$ cat src/rtl/waitstate_gen.sv
// Wait-state generator for the data bus driver.
// Each bus cycle (memory or I/O strobe) holds the active-low wait request nws
// for a programmed number of clk2 cycles. It then extends the cycle while the
// device pulls nwaitreq low. If the device holds nwaitreq low for too long,
// the cycle aborts with a bus error on nbuserr.
module waitstate_gen #(
  parameter int unsigned MEM_WS     = 0,        // fast memory wait states (0..15)
  parameter int unsigned SLOW_WS    = 3,        // slow-page memory wait states (0..15)
  parameter int unsigned IO_WS      = 2,        // I/O wait states (0..15)
  parameter logic [15:0] SLOW_PAGES = 16'h8000, // bit p set: memory page p is slow
  parameter int unsigned TIMEOUT    = 64        // max clk2 cycles in external wait (1..255)
) (
  input  logic       clk2,
  input  logic       nreset,
  input  logic       nmem,
  input  logic       nio,
  input  logic [3:0] ab_page,
  input  logic       nwaitreq,
  output logic       nws,
  output logic       nbuserr,
  output logic       busy
);

  typedef enum logic [2:0] {
    IDLE,
    COUNT,
    EXTWAIT,
    DONE,
    ERROR
  } state_e;

  localparam logic [3:0] MEM_WS_L   = 4'(MEM_WS);
  localparam logic [3:0] SLOW_WS_L  = 4'(SLOW_WS);
  localparam logic [3:0] IO_WS_L    = 4'(IO_WS);
  localparam logic [7:0] TLAST      = 8'(TIMEOUT - 1);

  state_e     state_q;
  logic [3:0] cnt_q;
  logic [7:0] tcnt_q;
  logic       s_prev_q;
  logic       s_prev_d;
  logic       nws_q;
  logic       nbuserr_q;
  logic       busy_q;

  logic       start;
  logic [3:0] ws_n;

  // A cycle is active while either strobe is low. It starts on the first
  // edge that sees a strobe after an edge with none. A strobe held low
  // continuously therefore never restarts the count.
  assign s_prev_d = ~(nmem & nio);
  assign start    = s_prev_d & ~s_prev_q;

  // Wait-state count for the cycle being started. I/O takes precedence, so
  // the illegal both-low case never uses this value.
  assign ws_n = !nio                          ? IO_WS_L   :
                (!nmem && SLOW_PAGES[ab_page]) ? SLOW_WS_L : MEM_WS_L;

  // Cycle FSM with registered nws/nbuserr/busy. Cycle end overrides every state.
  // NOTE: all state here uses non-blocking assignments, so each register
  // samples values from before the edge and update order inside the block
  // does not matter.
  always_ff @(posedge clk2 or negedge nreset) begin
    if (!nreset) begin
      state_q   <= IDLE;
      cnt_q     <= '0;
      tcnt_q    <= '0;
      s_prev_q  <= 1'b0;
      nws_q     <= 1'b1;
      nbuserr_q <= 1'b1;
      busy_q    <= 1'b0;
    end else begin
      s_prev_q <= s_prev_d;
      if (!s_prev_d) begin
        state_q   <= IDLE;
        nws_q     <= 1'b1;
        nbuserr_q <= 1'b1;
        busy_q    <= 1'b0;
      end else begin
        case (state_q)
          IDLE: begin
            if (start) begin
              busy_q <= 1'b1;
              if (!nmem && !nio) begin
                state_q   <= ERROR;
                nws_q     <= 1'b1;
                nbuserr_q <= 1'b0;
              end else if (ws_n != 4'd0) begin
                state_q <= COUNT;
                cnt_q   <= ws_n - 4'd1;
                nws_q   <= 1'b0;
              end else if (!nwaitreq) begin
                state_q <= EXTWAIT;
                tcnt_q  <= '0;
                nws_q   <= 1'b0;
              end else begin
                state_q <= DONE;
                nws_q   <= 1'b1;
              end
            end
          end
          COUNT: begin
            if (cnt_q != 4'd0) begin
              cnt_q <= cnt_q - 4'd1;
            end else if (nwaitreq) begin
              state_q <= DONE;
              nws_q   <= 1'b1;
            end else begin
              state_q <= EXTWAIT;
              tcnt_q  <= '0;
            end
          end
          EXTWAIT: begin
            if (nwaitreq) begin
              state_q <= DONE;
              nws_q   <= 1'b1;
            end else if (tcnt_q == TLAST) begin
              state_q   <= ERROR;
              nws_q     <= 1'b1;
              nbuserr_q <= 1'b0;
            end else begin
              tcnt_q <= tcnt_q + 8'd1;
            end
          end
          DONE, ERROR: begin
            // Held until both strobes return high.
          end
          default: begin
            state_q   <= IDLE;
            nws_q     <= 1'b1;
            nbuserr_q <= 1'b1;
            busy_q    <= 1'b0;
          end
        endcase
      end
    end
  end

  assign nws     = nws_q;
  assign nbuserr = nbuserr_q;
  assign busy    = busy_q;

endmodule

$ cat config.mk
export PLATFORM = sky130hd
export DESIGN_NAME = waitstate_gen
export DESIGN_NICKNAME = d
export VERILOG_FILES = /design/src/rtl/waitstate_gen.sv
export SDC_FILE = /design/constraint.sdc
export NUM_CORES = 1
export LEC_CHECK = 0
export ABC_AREA = 1
export CAP_MARGIN = 10
export CORE_MARGIN = 2
export CORE_UTILIZATION = 55
export DETAILED_ROUTE_END_ITERATION = 10
export GPL_TIMING_DRIVEN = 0
export PLACE_DENSITY = 0.77
export SLEW_MARGIN = 20
export SYNTH_ARGS = -nofsm -noshare
export SYNTH_HDL_FRONTEND = slang
export SYNTH_SLANG_ARGS = --single-unit
$ cat constraint.sdc
create_clock -name clk2 -period 1.9 [get_ports clk2]
set_input_delay 0.57 -clock clk2 [delete_from_list [all_inputs] [get_ports clk2]]
set_output_delay 0.57 -clock clk2 [all_outputs]
set_load 0.05 [all_outputs]
## After elaboration in Yosys (flattened, before gate mapping)

Memories as Yosys holds them, arrays and structs flattened.
Cells that the tools add are included.

| word-level totals | value |
|---|---|
| bits in registers | 19 |
| bits in read-only memories | 16 |
| input bits | 9 |
| output and inout port bits | 3 |
| word-level logic and storage cells | 101 |
| memories | 1 |

| operators by class | value |
|---|---|
| $add $sub $neg | 3 |
| $lt $le $gt $ge | 1 |
| equal/unequal tests | 23 |
| multiplexer cells | 44 |
| bitwise logic cells | 4 |
| reduce and logical (&&, ||, !) cells | 18 |

Memory list:

| memory | depth | width | read ports | clocked after Yosys merged registers in | wr ports | RTL line | text |
|---|---|---|---|---|---|---|---|
| (name not given) | 16 | 1 | 1 | 0 | 0 | 58 | `(!nmem && SLOW_PAGES[ab_page]) ? SLOW_WS_L : MEM_WS_L;` |

Operators with widths:

| kind | count |
|---|---|
| 8-bit two-way mux | 7 |
| 8-bit one-hot mux with 3 select lines | 1 |
| 1-bit two-way mux | 18 |
| 3-bit two-way mux | 6 |
| 2-bit != test (second input constant) | 9 |
| 3-bit != test (second input constant) | 6 |
| 4-bit two-way mux | 4 |
| 3-bit one-hot mux with 4 select lines | 1 |
| 5-bit AND reduction | 2 |
| 8-bit by 1-bit adder with 8-bit output (second input constant) | 1 |
| 8-bit by 6-bit equality test with 1-bit output (second input constant) | 1 |
| 4-bit one-hot mux with 2 select lines | 1 |
| 8-bit AND reduction | 1 |
| 4-bit nonzero test | 2 |
| 3-bit by 2-bit equality test with 1-bit output (second input constant) | 2 |
| 2-bit two-way mux | 3 |
| 6-bit AND reduction | 1 |
| 4-bit by 5-bit < comparator with 1-bit output (second input constant) | 1 |
| 2-bit by 1-bit != test with 1-bit output (second input constant) | 2 |
| 4-bit != test (second input constant) | 1 |
| 1-bit one-hot mux with 4 select lines | 1 |
| 4-bit AND reduction | 1 |
| 4-bit OR reduction | 1 |
| 4-bit by 1-bit subtractor with 4-bit output (second input constant) | 1 |
| other kinds (15) | 19 |

## Logic depth before layout (Yosys ltp)

| depth | value |
|---|---|
| depth in word-level cells | 11 |
| gate-level depth with buffers | 10 |
| depth with buffers taken out | 10 |

## Worst setup path after synthesis

Ideal clock, no wire load.

| timing path | value |
|---|---|
| path type | input -> register |
| start | input port nmem |
| end | register state_q[0] |
| library setup time | 0.065 ns |
| arrival time | 1.494 ns |
| data required time | 1.835 ns |
| path slack | 0.341 ns |
| cell stages on the path | 8 |
| path buffers | 1 |
| cell sequence | ha_1 -> inv_1 -> buf_2 -> nand2_1 -> o21bai_1 -> nor2_1 -> nand2_1 -> nand2_1 |

| between the ends | value |
|---|---|
| elaborated cells on any way between the ends | 19 |
| those cells by class | 4 x eq/ne; 7 x mux; 3 x bitwise; 5 x reduce/logical |

RTL lines:

| element | RTL line | text |
|---|---|---|
| start: declaration | 15 | `input logic nmem,` |
| 1-bit AND | 52 | `assign s_prev_d = ~(nmem & nio);` |
| 1-bit NOT (no source line) | - |  |
| net s_prev_d | 41 | `logic s_prev_d;` |
| 1-bit AND | 53 | `assign start = s_prev_d & ~s_prev_q;` |
| 3-bit != test (no source line) | - |  |
| 4-bit AND reduction (no source line) | - |  |
| end signal: assignment | 66 | `state_q <= IDLE;` |
| end signal: assignment | 76 | `state_q <= IDLE;` |
| end signal: assignment | 86 | `state_q <= ERROR;` |
| end: declaration | 37 | `state_e state_q;` |

The timed path passes the listed nets, and every way through them passes these cells. The select of a mux whose other input is x is not followed.
A chain may end at the register's enable or synchronous reset.

## Worst setup path in the final report

| timing path | value |
|---|---|
| start | register nbuserr_q (netlist: nbuserr) |
| end | output port nbuserr |

RTL lines:

| element | RTL line | text |
|---|---|---|
| start: declaration | 43 | `logic nbuserr_q;` |
| start signal: assignment | 71 | `nbuserr_q <= 1'b1;` |
| start signal: assignment | 78 | `nbuserr_q <= 1'b1;` |
| start signal: assignment | 88 | `nbuserr_q <= 1'b0;` |
| end: declaration | 20 | `output logic nbuserr,` |

No word-level cell between the ends.

==> impl_metrics.sql <==
INSERT INTO impl_metrics (metric_group, metric, value, unit) VALUES
('die', 'io_pins', '12', ''),
('routing', 'drt_pre_antenna_iters', '4', ''),
('hold_path', 'min_from', 'nws$_DFFE_PN1P_', ''),
('finish', 'diodes', '0', ''),
('grt', 'via_count_of_the_first_global_routing_pass', '1330', ''),
('synthesis', 'postSynthNetCount', '232', ''),
('worst_setup_path', 'worstPathArrival', '1.21', 'ns'),
('sta', 'hold_violations', '0', ''),
('cts', 'worstSkewPairLatency', '0.30', 'ns'),
('cts', 'cts-root-buf', 'clkbuf_4', ''),
('placement', 'dp_worst_setup_slack', '-0.404', 'ns'),
('worst_setup_path', 'worstReg2RegStart', 'cnt_q[0]$_DFFE_PN0P_', ''),
('worst_setup_path', 'cp_data_required_time', '1.33', 'ns'),
('finish', 'num-nets-final', '248', ''),
('flow_run', 'max_cap_viol_count', '0', ''),
('worst_setup_path', 'r2r_slack', '0.28', 'ns'),
('hold_path', 'hold_path_depth', '2', ''),
('synthesis', 'synth.top_cell.area_share', '28.2', '%'),
('synthesis', 'synth.yosys.warnings', '0', ''),
('sta', 'worst_slack', '0.117', 'ns'),
('placement', 'globalplace.congestion', '0.923', ''),
('synthesis', 'synth_sequential_area_ratio', '31.7', '%'),
('worst_setup_path', 'startpoint_class', 'flop', ''),
('synthesis', 'post_synth_inst_count', '219', ''),
('cts', 'tritoncts.num_buffers', '3', ''),
('cts', 'clock_sinks', '19', ''),
('cts', 'post_cts.repair.setup_buffers', '0', ''),
('finish', 'finalInstanceArea', '1690', 'sq um'),
('run_status', 'run_status', 'completed', ''),
('hold_path', 'hold_path_end', 'nws$_DFFE_PN1P_', ''),
('pwr', 'vdd_drop_max', '0.000873', 'V'),
('grt', 'grt_first_pass_wirelength', '5.57', 'mm'),
('grt', 'global_route.overflow_total', '0', ''),
('placement', 'portBuffers', '11', ''),
('routing', 'drt-total-wl', '3.18', 'mm'),
('placement', 'placement.cell_area', '1650', 'sq um'),
('routing', 'detail_route.drc_violations', '0', ''),
('synthesis', 'total_of_flip_flops_plus_latches_after_synthesis', '19', ''),
('worst_setup_path', 'worstSetupEndpointType', 'output port', ''),
('grt', 'gr-usage-all-layers', '21.6', '%'),
('die', 'core-area', '2540', 'sq um'),
('synthesis', 'post_synth_main_area_contributors', 'dfrtp_1 28%, nand2_1 19%, nand3_1 6.6%', ''),
('grt', 'antenna_found_initial', '0', ''),
('sta', 'maxSlewViolCount', '0', ''),
('cts', 'cts.path.max_buffers', '2', ''),
('cts', 'post_cts_hold_buffer_count', '0', ''),
('placement', 'place_hpwl', '2.48', 'mm'),
('die', 'initial_utilization', '59.2', '%'),
('worst_setup_path', 'timing.critical_path.cells', 'clkdlybuf4s15_2', ''),
('routing', 'route.vias.total', '1375', ''),
('routing', 'initialDrtViolationCount', '61', ''),
('worst_setup_path', 'worst-path-buf-inv', '1', ''),
('worst_setup_path', 'timing.critical_path.slowest_stage_cell', 'dfstp_2', ''),
('pwr', 'p_leak', '0.880', 'nW'),
('synthesis', 'synth_area', '1510', 'sq um'),
('die', 'dieArea', '3170', 'sq um'),
('die', 'rows', '18', ''),
('synthesis', 'syn_avg_cell_area', '6.88', 'sq um'),
('finish', 'fillCellCount', '231', ''),
('synthesis', 'netlist-cell-type-count', '31', ''),
('finish', 'flow.area_growth_from_synthesis', '12.1', '%'),
('worst_setup_path', 'critical-path-top-delay-family', 'flip-flops', ''),
('finish', 'drive_above_1_share', '18.4', '%'),
('die', 'fp.dieH', '56.3', 'um'),
('synthesis', 'synth_largest_area_cell', 'dfrtp_1', ''),
('worst_setup_path', 'crit_fanout', '2', ''),
('worst_setup_path', 'timing.critical_path.depth', '1', ''),
('routing', 'route.detailed.wl_per_inst', '12.0', 'um'),
('grt', 'largest_net_degree_at_the_start_of_global_routing', '20', ''),
('sta', 'clock-skew-final', '0.00175', 'ns'),
('cts', 'clock_tree_from_tritoncts', 'yes', '');
[stage by stage]
step	util (%)	cells	TNS, ns	hold WS, ns
5_1_grt	66.4	264	0	0.496
4_1_cts	66.3	264	0	0.476
3_3_place_gp	65.0	260	-6.11	0.452
6_report	66.4	264	0	0.471
2_1_floorplan	-	219	0	0.274
3_5_place_dp	65.0	260	-6.32	0.456
[state kept, by name, summed over array words and instances, names as in the netlist]
name	count
busy	1
cnt_q	4
nbuserr	1
nws	1
s_prev_q	1
state_q	3
tcnt_q	8
[area by class of cell]
type / count / area [sq um] / share of cell area, %
tap: 30 / 37.5 / 2.22
inverter: 28 / 106 / 6.30
timing repair buffer: 11 / 113 / 6.67
sequential: 19 / 478 / 28.3
clock buffer: 3 / 22.5 / 1.33
buffer: 2 / 18.8 / 1.11
multi-input combinational: 170 / 908 / 53.8
clock inverter: 1 / 5.00 / 0.296
[worst max-delay path by stage]
stage                        start                endpoint  slack, ns
6_report       nbuserr$_DFFE_PN1P_                 nbuserr       0.12
5_1_grt        nbuserr$_DFFE_PN1P_                 nbuserr       0.09
4_1_cts                       nmem   tcnt_q[1]$_DFFE_PN0P_       0.04
3_5_place_dp                   nio  state_q[0]$_DFFE_PN0P_      -0.40
3_3_place_gp                   nio  state_q[0]$_DFFE_PN0P_      -0.40
2_1_floorplan                 nmem  state_q[0]$_DFFE_PN0P_       0.34
[cells by family after synthesis]
| logic type | synth area share [%] |
|---|---|
| adder cells (fa/ha/maj) | 3.32 |
| AND/OR/NAND/NOR | 47.1 |
| buffers and inverters | 8.14 |
| flip-flops | 31.7 |
| AO/OA/AOI/OAI | 7.97 |
| XOR/XNOR | 1.74 |
[layout by cell type, fill, tap and decap left out, drive strengths merged, types with 2 or more instances in the layout]
| cell | netlist | layout |
|---|---|---|
| clkdlybuf4s15 | 0 | 2 |
| nand2 | 90 | 90 |
| xnor2 | 2 | 2 |
| inv | 26 | 26 |
| clkinv | 2 | 3 |
| ha | 4 | 4 |
| nor2 | 26 | 26 |
| buf | 2 | 2 |
| nand3 | 24 | 24 |
| o21ai | 8 | 8 |
| a21oi | 8 | 8 |
| nand4 | 4 | 4 |
| clkbuf | 0 | 3 |
| dlygate4sd2 | 0 | 2 |
| dfstp | 2 | 2 |
| clkdlybuf4s50 | 0 | 6 |
| dfrtp | 17 | 17 |
[synth_stat cells]
cell type,n
xnor2_1,2
buf_6,1
o21bai_1,1
o21ai_4,1
dfstp_2,2
inv_1,21
nand2_1,78
nand3_2,3
nand4_1,4
o21ai_0,4
a21oi_2,1
clkinv_1,1
ha_1,4
nor2_8,1
inv_2,5
nand3_1,20
a21oi_1,6
clkinv_2,1
nor3b_1,1
o22ai_1,1
xor2_1,1
nor2_4,3
o21ai_1,3
nand2_4,4
a21oi_4,1
nand2_2,8
nand3_4,1
buf_2,1
nor2_2,2
nor2_1,20
dfrtp_1,17
[per-layer routing]
metal  share of wire (%)  track usage, %  vias up
li1                    -               -      718
met1                  50            30.0      627
met2                  46            35.6       26
met3                 3.9            3.23        4
met4                0.82            4.76        0
met5                   0               0        -
[what timing repair did]
action | in CTS | in global routing
setup endpoints to repair | 17 | 14
gates resized for setup | 10 | 2
pin swaps | 0 | 2
cloned | 0 | 0
[report_power, final]
group	switching, W	internal, W
Combinational	0.000857	0.000422
Clock	0.000133	0.0000783
Sequential	0.0000943	0.000530
Total	0.00108	0.00103
(Power assumes the default switching activity.)
